$ cat src/rtl/ram_arbiter_pkg.sv
// ram_arbiter_pkg -- shared state encoding, defaults and requester indices.  Rev 1.0
`default_nettype none

package ram_arbiter_pkg;

  localparam logic [1:0] ST_IDLE  = 2'd0;
  localparam logic [1:0] ST_BURST = 2'd1;
  localparam logic [1:0] ST_DRAIN = 2'd2;

  localparam int LENW_DEFAULT = 8;

  localparam logic REQ_S0 = 1'b0;
  localparam logic REQ_S1 = 1'b1;

endpackage

`default_nettype wire

$ cat src/rtl/ram_arbiter_if.sv
// ram_arbiter_if -- requester S0/S1 handshakes plus RAM port A, one bundle.  Rev 1.0
`default_nettype none

interface ram_arbiter_if #(
  parameter int WIDTH = 10,
  parameter int LENW  = ram_arbiter_pkg::LENW_DEFAULT
);

  logic             S0_REQ,    S1_REQ;
  logic             S0_WE,     S1_WE;
  logic [WIDTH-1:0] S0_ADDR,   S1_ADDR;
  logic [LENW-1:0]  S0_LEN,    S1_LEN;
  logic [31:0]      S0_WDATA,  S1_WDATA;
  logic             S0_GNT,    S1_GNT;
  logic             S0_BEAT,   S1_BEAT;
  logic             S0_RVALID, S1_RVALID;
  logic [31:0]      S0_RDATA,  S1_RDATA;
  logic             S0_DONE,   S1_DONE;

  logic             M_RDEN;
  logic [WIDTH-1:0] M_RADDR;
  logic             M_WREN;
  logic [WIDTH-1:0] M_WADDR;
  logic [31:0]      M_WDATA;
  logic [31:0]      M_RDATA;

  // Requesters and the RAM model sit on the master side.
  modport master (
    output S0_REQ, S0_WE, S0_ADDR, S0_LEN, S0_WDATA,
    output S1_REQ, S1_WE, S1_ADDR, S1_LEN, S1_WDATA,
    input  S0_GNT, S0_BEAT, S0_RVALID, S0_RDATA, S0_DONE,
    input  S1_GNT, S1_BEAT, S1_RVALID, S1_RDATA, S1_DONE,
    input  M_RDEN, M_RADDR, M_WREN, M_WADDR, M_WDATA,
    output M_RDATA
  );

  modport slave (
    input  S0_REQ, S0_WE, S0_ADDR, S0_LEN, S0_WDATA,
    input  S1_REQ, S1_WE, S1_ADDR, S1_LEN, S1_WDATA,
    output S0_GNT, S0_BEAT, S0_RVALID, S0_RDATA, S0_DONE,
    output S1_GNT, S1_BEAT, S1_RVALID, S1_RDATA, S1_DONE,
    output M_RDEN, M_RADDR, M_WREN, M_WADDR, M_WDATA,
    input  M_RDATA
  );

endinterface

`default_nettype wire

$ cat src/rtl/ram_arbiter_pick.sv
// ram_arbiter_pick -- winner select from {S1_REQ, S0_REQ}.  Rev 1.0
// Build option RAM_ARBITER_RR_EN: round-robin on ties; otherwise S0 fixed priority.
`default_nettype none

module ram_arbiter_pick (
  input  wire [1:0] i_req,
`ifdef RAM_ARBITER_RR_EN
  input  wire       i_last,
`endif
  output logic      o_any,
  output logic      o_win
);

  assign o_any = |i_req;

`ifdef RAM_ARBITER_RR_EN
  // On a tie the requester that did not win last time goes next.
  assign o_win = (i_req == 2'b11) ? ~i_last : i_req[1];
`else
  assign o_win = i_req[1] & ~i_req[0];
`endif

endmodule

`default_nettype wire

$ cat src/rtl/ram_arbiter.sv
// ram_arbiter -- two-requester burst arbiter sequencing whole bursts onto RAM port A.  Rev 1.0
// Build option RAM_ARBITER_RR_EN: round-robin tie-break (default: S0 fixed priority).
`default_nettype none

module ram_arbiter
  import ram_arbiter_pkg::*;
#(
  parameter int WIDTH = 10,
  parameter int LENW  = LENW_DEFAULT
) (
  input wire           CLK,
  input wire           RST,
  ram_arbiter_if.slave bus
);

  logic [1:0]       r_state;
  logic             r_owner;
  logic             r_we;
  logic             r_rvalid;
  logic [WIDTH-1:0] r_addr;
  logic [LENW-1:0]  r_len;
  logic [LENW-1:0]  r_cnt;

  logic             w_any;
  logic             w_win;
  logic             w_burst;
  logic             w_drain;
  logic             w_own;
  logic [WIDTH-1:0] w_addr;
  logic [31:0]      w_wdata;
  logic [31:0]      w_rdata;

`ifdef RAM_ARBITER_RR_EN
  logic r_last;

  ram_arbiter_pick u_pick (
    .i_req  ({bus.S1_REQ, bus.S0_REQ}),
    .i_last (r_last),
    .o_any  (w_any),
    .o_win  (w_win)
  );
`else
  ram_arbiter_pick u_pick (
    .i_req  ({bus.S1_REQ, bus.S0_REQ}),
    .o_any  (w_any),
    .o_win  (w_win)
  );
`endif

  assign w_burst = (r_state == ST_BURST);
  assign w_drain = (r_state == ST_DRAIN);
  assign w_own   = w_burst | w_drain;
  assign w_addr  = r_addr + WIDTH'(r_cnt);
  assign w_wdata = (r_owner == REQ_S1) ? bus.S1_WDATA : bus.S0_WDATA;

  always_ff @(posedge CLK or negedge RST) begin
    if (!RST) begin
      r_state  <= ST_IDLE;
      r_owner  <= REQ_S0;
      r_we     <= 1'b0;
      r_addr   <= '0;
      r_len    <= '0;
      r_cnt    <= '0;
      r_rvalid <= 1'b0;
`ifdef RAM_ARBITER_RR_EN
      r_last   <= REQ_S1;
`endif
    end else begin
      r_rvalid <= w_burst & ~r_we;
      case (r_state)
        ST_IDLE: begin
          if (w_any) begin
            r_owner <= w_win;
            r_we    <= w_win ? bus.S1_WE   : bus.S0_WE;
            r_addr  <= w_win ? bus.S1_ADDR : bus.S0_ADDR;
            r_len   <= w_win ? bus.S1_LEN  : bus.S0_LEN;
            r_cnt   <= '0;
            r_state <= ST_BURST;
          end
        end
        ST_BURST: begin
          // Compare before incrementing so a full-length burst never wraps the counter.
          if (r_cnt == r_len) begin
            r_cnt   <= '0;
            r_state <= ST_DRAIN;
          end else begin
            r_cnt   <= r_cnt + 1'b1;
          end
        end
        ST_DRAIN: begin
`ifdef RAM_ARBITER_RR_EN
          r_last  <= r_owner;
`endif
          r_state <= ST_IDLE;
        end
        default: r_state <= ST_IDLE;
      endcase
    end
  end

  assign bus.S0_GNT    = w_own   & (r_owner == REQ_S0);
  assign bus.S1_GNT    = w_own   & (r_owner == REQ_S1);
  assign bus.S0_BEAT   = w_burst & (r_owner == REQ_S0);
  assign bus.S1_BEAT   = w_burst & (r_owner == REQ_S1);
  assign bus.S0_DONE   = w_drain & (r_owner == REQ_S0);
  assign bus.S1_DONE   = w_drain & (r_owner == REQ_S1);
  assign bus.S0_RVALID = r_rvalid & (r_owner == REQ_S0);
  assign bus.S1_RVALID = r_rvalid & (r_owner == REQ_S1);

  // Read data is shared; zeroed when no read is returning so idle outputs stay quiet.
  assign w_rdata      = r_rvalid ? bus.M_RDATA : 32'h0;
  assign bus.S0_RDATA = w_rdata;
  assign bus.S1_RDATA = w_rdata;

  assign bus.M_RDEN  = w_burst & ~r_we;
  assign bus.M_WREN  = w_burst &  r_we;
  assign bus.M_RADDR = (w_burst & ~r_we) ? w_addr  : '0;
  assign bus.M_WADDR = (w_burst &  r_we) ? w_addr  : '0;
  assign bus.M_WDATA = (w_burst &  r_we) ? w_wdata : 32'h0;

endmodule

`default_nettype wire
$ cat src/flat_wrapper.sv
// flat-port wrapper written by rule: the top's interface ports become plain ports
module ram_arbiter_flat import ram_arbiter_pkg::*;
#(
  parameter int WIDTH = 10,
  parameter int LENW  = LENW_DEFAULT
)
  (CLK, RST, bus_S0_REQ, bus_S0_WE, bus_S0_ADDR, bus_S0_LEN, bus_S0_WDATA, bus_S1_REQ, bus_S1_WE, bus_S1_ADDR, bus_S1_LEN, bus_S1_WDATA, bus_S0_GNT, bus_S0_BEAT, bus_S0_RVALID, bus_S0_RDATA, bus_S0_DONE, bus_S1_GNT, bus_S1_BEAT, bus_S1_RVALID, bus_S1_RDATA, bus_S1_DONE, bus_M_RDEN, bus_M_RADDR, bus_M_WREN, bus_M_WADDR, bus_M_WDATA, bus_M_RDATA);
  ram_arbiter_if #(.WIDTH(WIDTH), .LENW(LENW)) bus_i ();
  input wire CLK;
  input wire RST;
  input wire logic [$bits(bus_i.S0_REQ)-1:0] bus_S0_REQ;
  input wire logic [$bits(bus_i.S0_WE)-1:0] bus_S0_WE;
  input wire logic [$bits(bus_i.S0_ADDR)-1:0] bus_S0_ADDR;
  input wire logic [$bits(bus_i.S0_LEN)-1:0] bus_S0_LEN;
  input wire logic [$bits(bus_i.S0_WDATA)-1:0] bus_S0_WDATA;
  input wire logic [$bits(bus_i.S1_REQ)-1:0] bus_S1_REQ;
  input wire logic [$bits(bus_i.S1_WE)-1:0] bus_S1_WE;
  input wire logic [$bits(bus_i.S1_ADDR)-1:0] bus_S1_ADDR;
  input wire logic [$bits(bus_i.S1_LEN)-1:0] bus_S1_LEN;
  input wire logic [$bits(bus_i.S1_WDATA)-1:0] bus_S1_WDATA;
  output wire logic [$bits(bus_i.S0_GNT)-1:0] bus_S0_GNT;
  output wire logic [$bits(bus_i.S0_BEAT)-1:0] bus_S0_BEAT;
  output wire logic [$bits(bus_i.S0_RVALID)-1:0] bus_S0_RVALID;
  output wire logic [$bits(bus_i.S0_RDATA)-1:0] bus_S0_RDATA;
  output wire logic [$bits(bus_i.S0_DONE)-1:0] bus_S0_DONE;
  output wire logic [$bits(bus_i.S1_GNT)-1:0] bus_S1_GNT;
  output wire logic [$bits(bus_i.S1_BEAT)-1:0] bus_S1_BEAT;
  output wire logic [$bits(bus_i.S1_RVALID)-1:0] bus_S1_RVALID;
  output wire logic [$bits(bus_i.S1_RDATA)-1:0] bus_S1_RDATA;
  output wire logic [$bits(bus_i.S1_DONE)-1:0] bus_S1_DONE;
  output wire logic [$bits(bus_i.M_RDEN)-1:0] bus_M_RDEN;
  output wire logic [$bits(bus_i.M_RADDR)-1:0] bus_M_RADDR;
  output wire logic [$bits(bus_i.M_WREN)-1:0] bus_M_WREN;
  output wire logic [$bits(bus_i.M_WADDR)-1:0] bus_M_WADDR;
  output wire logic [$bits(bus_i.M_WDATA)-1:0] bus_M_WDATA;
  input wire logic [$bits(bus_i.M_RDATA)-1:0] bus_M_RDATA;
  assign bus_i.S0_REQ = bus_S0_REQ;
  assign bus_i.S0_WE = bus_S0_WE;
  assign bus_i.S0_ADDR = bus_S0_ADDR;
  assign bus_i.S0_LEN = bus_S0_LEN;
  assign bus_i.S0_WDATA = bus_S0_WDATA;
  assign bus_i.S1_REQ = bus_S1_REQ;
  assign bus_i.S1_WE = bus_S1_WE;
  assign bus_i.S1_ADDR = bus_S1_ADDR;
  assign bus_i.S1_LEN = bus_S1_LEN;
  assign bus_i.S1_WDATA = bus_S1_WDATA;
  assign bus_S0_GNT = bus_i.S0_GNT;
  assign bus_S0_BEAT = bus_i.S0_BEAT;
  assign bus_S0_RVALID = bus_i.S0_RVALID;
  assign bus_S0_RDATA = bus_i.S0_RDATA;
  assign bus_S0_DONE = bus_i.S0_DONE;
  assign bus_S1_GNT = bus_i.S1_GNT;
  assign bus_S1_BEAT = bus_i.S1_BEAT;
  assign bus_S1_RVALID = bus_i.S1_RVALID;
  assign bus_S1_RDATA = bus_i.S1_RDATA;
  assign bus_S1_DONE = bus_i.S1_DONE;
  assign bus_M_RDEN = bus_i.M_RDEN;
  assign bus_M_RADDR = bus_i.M_RADDR;
  assign bus_M_WREN = bus_i.M_WREN;
  assign bus_M_WADDR = bus_i.M_WADDR;
  assign bus_M_WDATA = bus_i.M_WDATA;
  assign bus_i.M_RDATA = bus_M_RDATA;
  ram_arbiter #(.WIDTH(WIDTH), .LENW(LENW)) u_core (.CLK(CLK), .RST(RST), .bus(bus_i));
endmodule
$ cat config.mk
export PLATFORM = sky130hd
export DESIGN_NAME = ram_arbiter_flat
export DESIGN_NICKNAME = d
export VERILOG_FILES = /design/src/rtl/ram_arbiter_pkg.sv /design/src/rtl/ram_arbiter_if.sv /design/src/rtl/ram_arbiter_pick.sv /design/src/rtl/ram_arbiter.sv /design/src/flat_wrapper.sv
export SDC_FILE = /design/constraint.sdc
export NUM_CORES = 1
export LEC_CHECK = 0
export CAP_MARGIN = 20
export CORE_MARGIN = 5
export CORE_UTILIZATION = 35
export CTS_BUF_LIST = sky130_fd_sc_hd__clkbuf_4 sky130_fd_sc_hd__clkbuf_8 sky130_fd_sc_hd__clkbuf_16
export DETAILED_ROUTE_END_ITERATION = 12
export PLACE_DENSITY = 0.87
export SYNTH_ARGS = -nofsm -noshare
export SYNTH_HDL_FRONTEND = slang
export SYNTH_SLANG_ARGS = --single-unit
export TNS_END_PERCENT = 5
$ cat constraint.sdc
create_clock -name CLK -period 6.4 [get_ports CLK]
set_input_delay 0.96 -clock CLK [delete_from_list [all_inputs] [get_ports CLK]]
set_output_delay 0.96 -clock CLK [all_outputs]
set_load 0.02 [all_outputs]
==> run summary <==
top_reg_cell synth: dfrtp_1
setup_tns: 0 ps
clock sinks: 31
Worst setup startpoint: u_core.r_cnt[0]
grt ovf: 0
Hold Crit Start: u_core.r_addr[5]
#FFs+latches synth: 31
Clock Latency Late Sink: 290 ps
syn_nets: 528
Area Overhead vs Synth: 83.9%
Num CTS Buffers: 5
DP Cell Count: 698
clock transition at the registers of the reported paths: 60 ps
most instantiated cells after synthesis: mux2i_1, nor2_1, and2_1
post-synth top area cell: dfrtp_1
VDD IR-drop max: 0.000193 V
synth top area cells: dfrtp_1, mux2i_1, buf_4
period utilisation layout: 0.620
post-route minimum period: 3970 ps
Hold Path Class: register to register
largest net degree at the start of global routing: 42
GRT Overall Usage: 0.216
synth warn: 0
post-synthesis instance total: 377
CTS resizes: 0
Final Hold Vio Count: 0
max cap viols: 0
final WL: 12.5 mm
num ports: 264
final setup vio count: 0
Die W: 103 µm
max-slew violation count: 0
Critical Path Source Type: register
initial drt markers: 133
Pwr Density: 392 nW/µm²
crit-path max FO: 5
Leak: 0.00229 µW
Post-DP HPWL: 10.7 mm
Die Y: 103 µm
share of layout cells above drive strength 1: 0.0317
Worst Setup End Kind: output pin
CP Cell Sequence: ha_1 > fa_1 > a211oi_1 > o21bai_1 > a21oi_1 > xor2_1 > nor2_1 > clkdlybuf4s50_1
DR pass1 iterations: 4
core box area: 8590 µm²
f_max: 0.252 GHz
Worst-Margin Slew: 1070 ps
final net count: 749
cell area after synthesis: 3050 µm²
R2R setup slack: 4620 ps
CP max stage delay: 550 ps
most frequent cell after synthesis: mux2i_1
Slew HR: 0.290
sequential area share after synthesis: 0.254
Post-Layout Cell Count: 707
Req. time, crit path: 5440 ps
CTS tree: done
gp weighted congestion: 0.905
RSZ-0062 raised after global routing: no
Initial Utilization: 0.355
Routed wire per std cell: 17.7 µm
H-tree depth: 2
critical path class: register to output pin
DIE AREA: 10,700 µm²
top-area cell type share of the netlist area: 0.254
library cells used by synthesis: 41
outcome: finished clean
Routed Antenna Nets: 0
first-pass GRT wire length: 17.7 mm
total number of vias: 3,419
Hold-fix buffers, CTS: 0
mean area per synthesized cell: 8.10 µm²
DRC viols: 0
CP arrival: 3010 ps
vias per cell: 4.84
Post-CTS Setup Bufs: 0
IO buf count: 263
Root Buffer: clkbuf_8
vias in the first global route: 3,300
Clock Skews: 4.32 ps
row cnt: 34
EDFF count, synth: 0
initial antenna violation count: 1
Clock Path Buffers: 2
r2r startpoint: u_core.r_state[0]
Post-synth ARST share: 1.00
ant diodes: 0
Slowest-stage cell, CP: clkdlybuf4s50_1
## per-layer routing
layer  global-route usage  up-vias  wire length [µm]
li1                     -     1684                 -
met1                0.251     1536              4440
met2                0.385      181              6330
met3               0.0738       16              1520
met4               0.0428        2               178
met5                    0        -                 7
## kinds of logic after synthesis
group	share of synthesized area
DFF	0.254
xor gates and xnor gates	0.0402
buffers and inverters	0.121
adders and majority gates	0.0557
muxes	0.177
and+or+nand+nor	0.231
AOI/OAI and AO/OA	0.120
## worst max-delay path, delay by kind of cell (launching register included)
kind | cells | cell delay, ps
and+or+nand+nor | 1 | 90
adders and majority gates | 2 | 700
DFF | 1 | 450
AOI/OAI and AO/OA | 3 | 650
buffers and inverters | 1 | 550
xor gates and xnor gates | 1 | 270
## path summary, 6_finish.rpt
kind                       cells after the start          endpoint
max                                            8    bus_M_WADDR[6]
min                                            2  u_core.r_addr[5]
max reg2reg                                    6   u_core.r_cnt[0]
min reg2reg                                    2  u_core.r_addr[5]
max in group asynchronous                      2    u_core.r_owner
min in group asynchronous                      2   u_core.r_len[7]
## sequential cells by signal, summed over array words and instances, names as in the netlist
| signal | cells |
|---|---|
| u_core.r_state | 2 |
| u_core.r_cnt | 8 |
| u_core.r_we | 1 |
| u_core.r_len | 8 |
| u_core.r_rvalid | 1 |
| u_core.r_addr | 10 |
| u_core.r_owner | 1 |
## layout by cell type (no fill, tap or decap), drive strengths merged
master         Yosys  layout
inv                7       7
o21ai             32      32
a2111oi            2       2
or2                1       1
a211oi             1       1
nand2b             1       1
nor3b              2       2
mux2i             53      53
a211o              1       1
clkdlybuf4s50      0     263
and2b              1       1
nand3              3       3
a21oi             14      14
mux2               1       1
a21o               6       6
nor3               7       7
clkbuf             9       7
o21bai             2       2
xnor2             10      10
ha                12      12
and3               2       2
nand2             34      34
buf               43       3
xor2               4       4
o22a               1       1
nor2b              4       4
dfrtp             31      31
nor2              49      49
a22o               1       1
clkinvlp           0       1
a22oi              1       1
and2              38      38
fa                 1       1
nand4              3       3
## final cells by class
class / instances / area, µm²
fillers: 685 / 2980
repair buffers: 266 / 2660
multi-input cells: 287 / 1910
flip-flops and latches: 31 / 777
well taps: 108 / 135
clock buffers: 7 / 96.3
inverters: 7 / 26.3
clock inverters: 1 / 7.51
## through the flow
step / total power (µW) / worst slack [ps] / hold slack (ps) / util / instance area [µm²]
floorplan: 1350 / 3480 / 454 / - / 3050
global placement: 2000 / 2890 / 472 / 0.640 / 5500
detailed placement: 2030 / 2790 / 475 / 0.640 / 5500
CTS: 2210 / 2450 / 489 / 0.652 / 5600
global route: 2350 / 2300 / 516 / 0.653 / 5620
finish: 2200 / 2430 / 487 / 0.653 / 5620
## power by group
part           switching [µW]  total [µW]  internal (µW)
combinational             839        1600            766
clock                    72.8         170           97.6
sequential                152         429            277
Power figures use the tool's default switching activity.
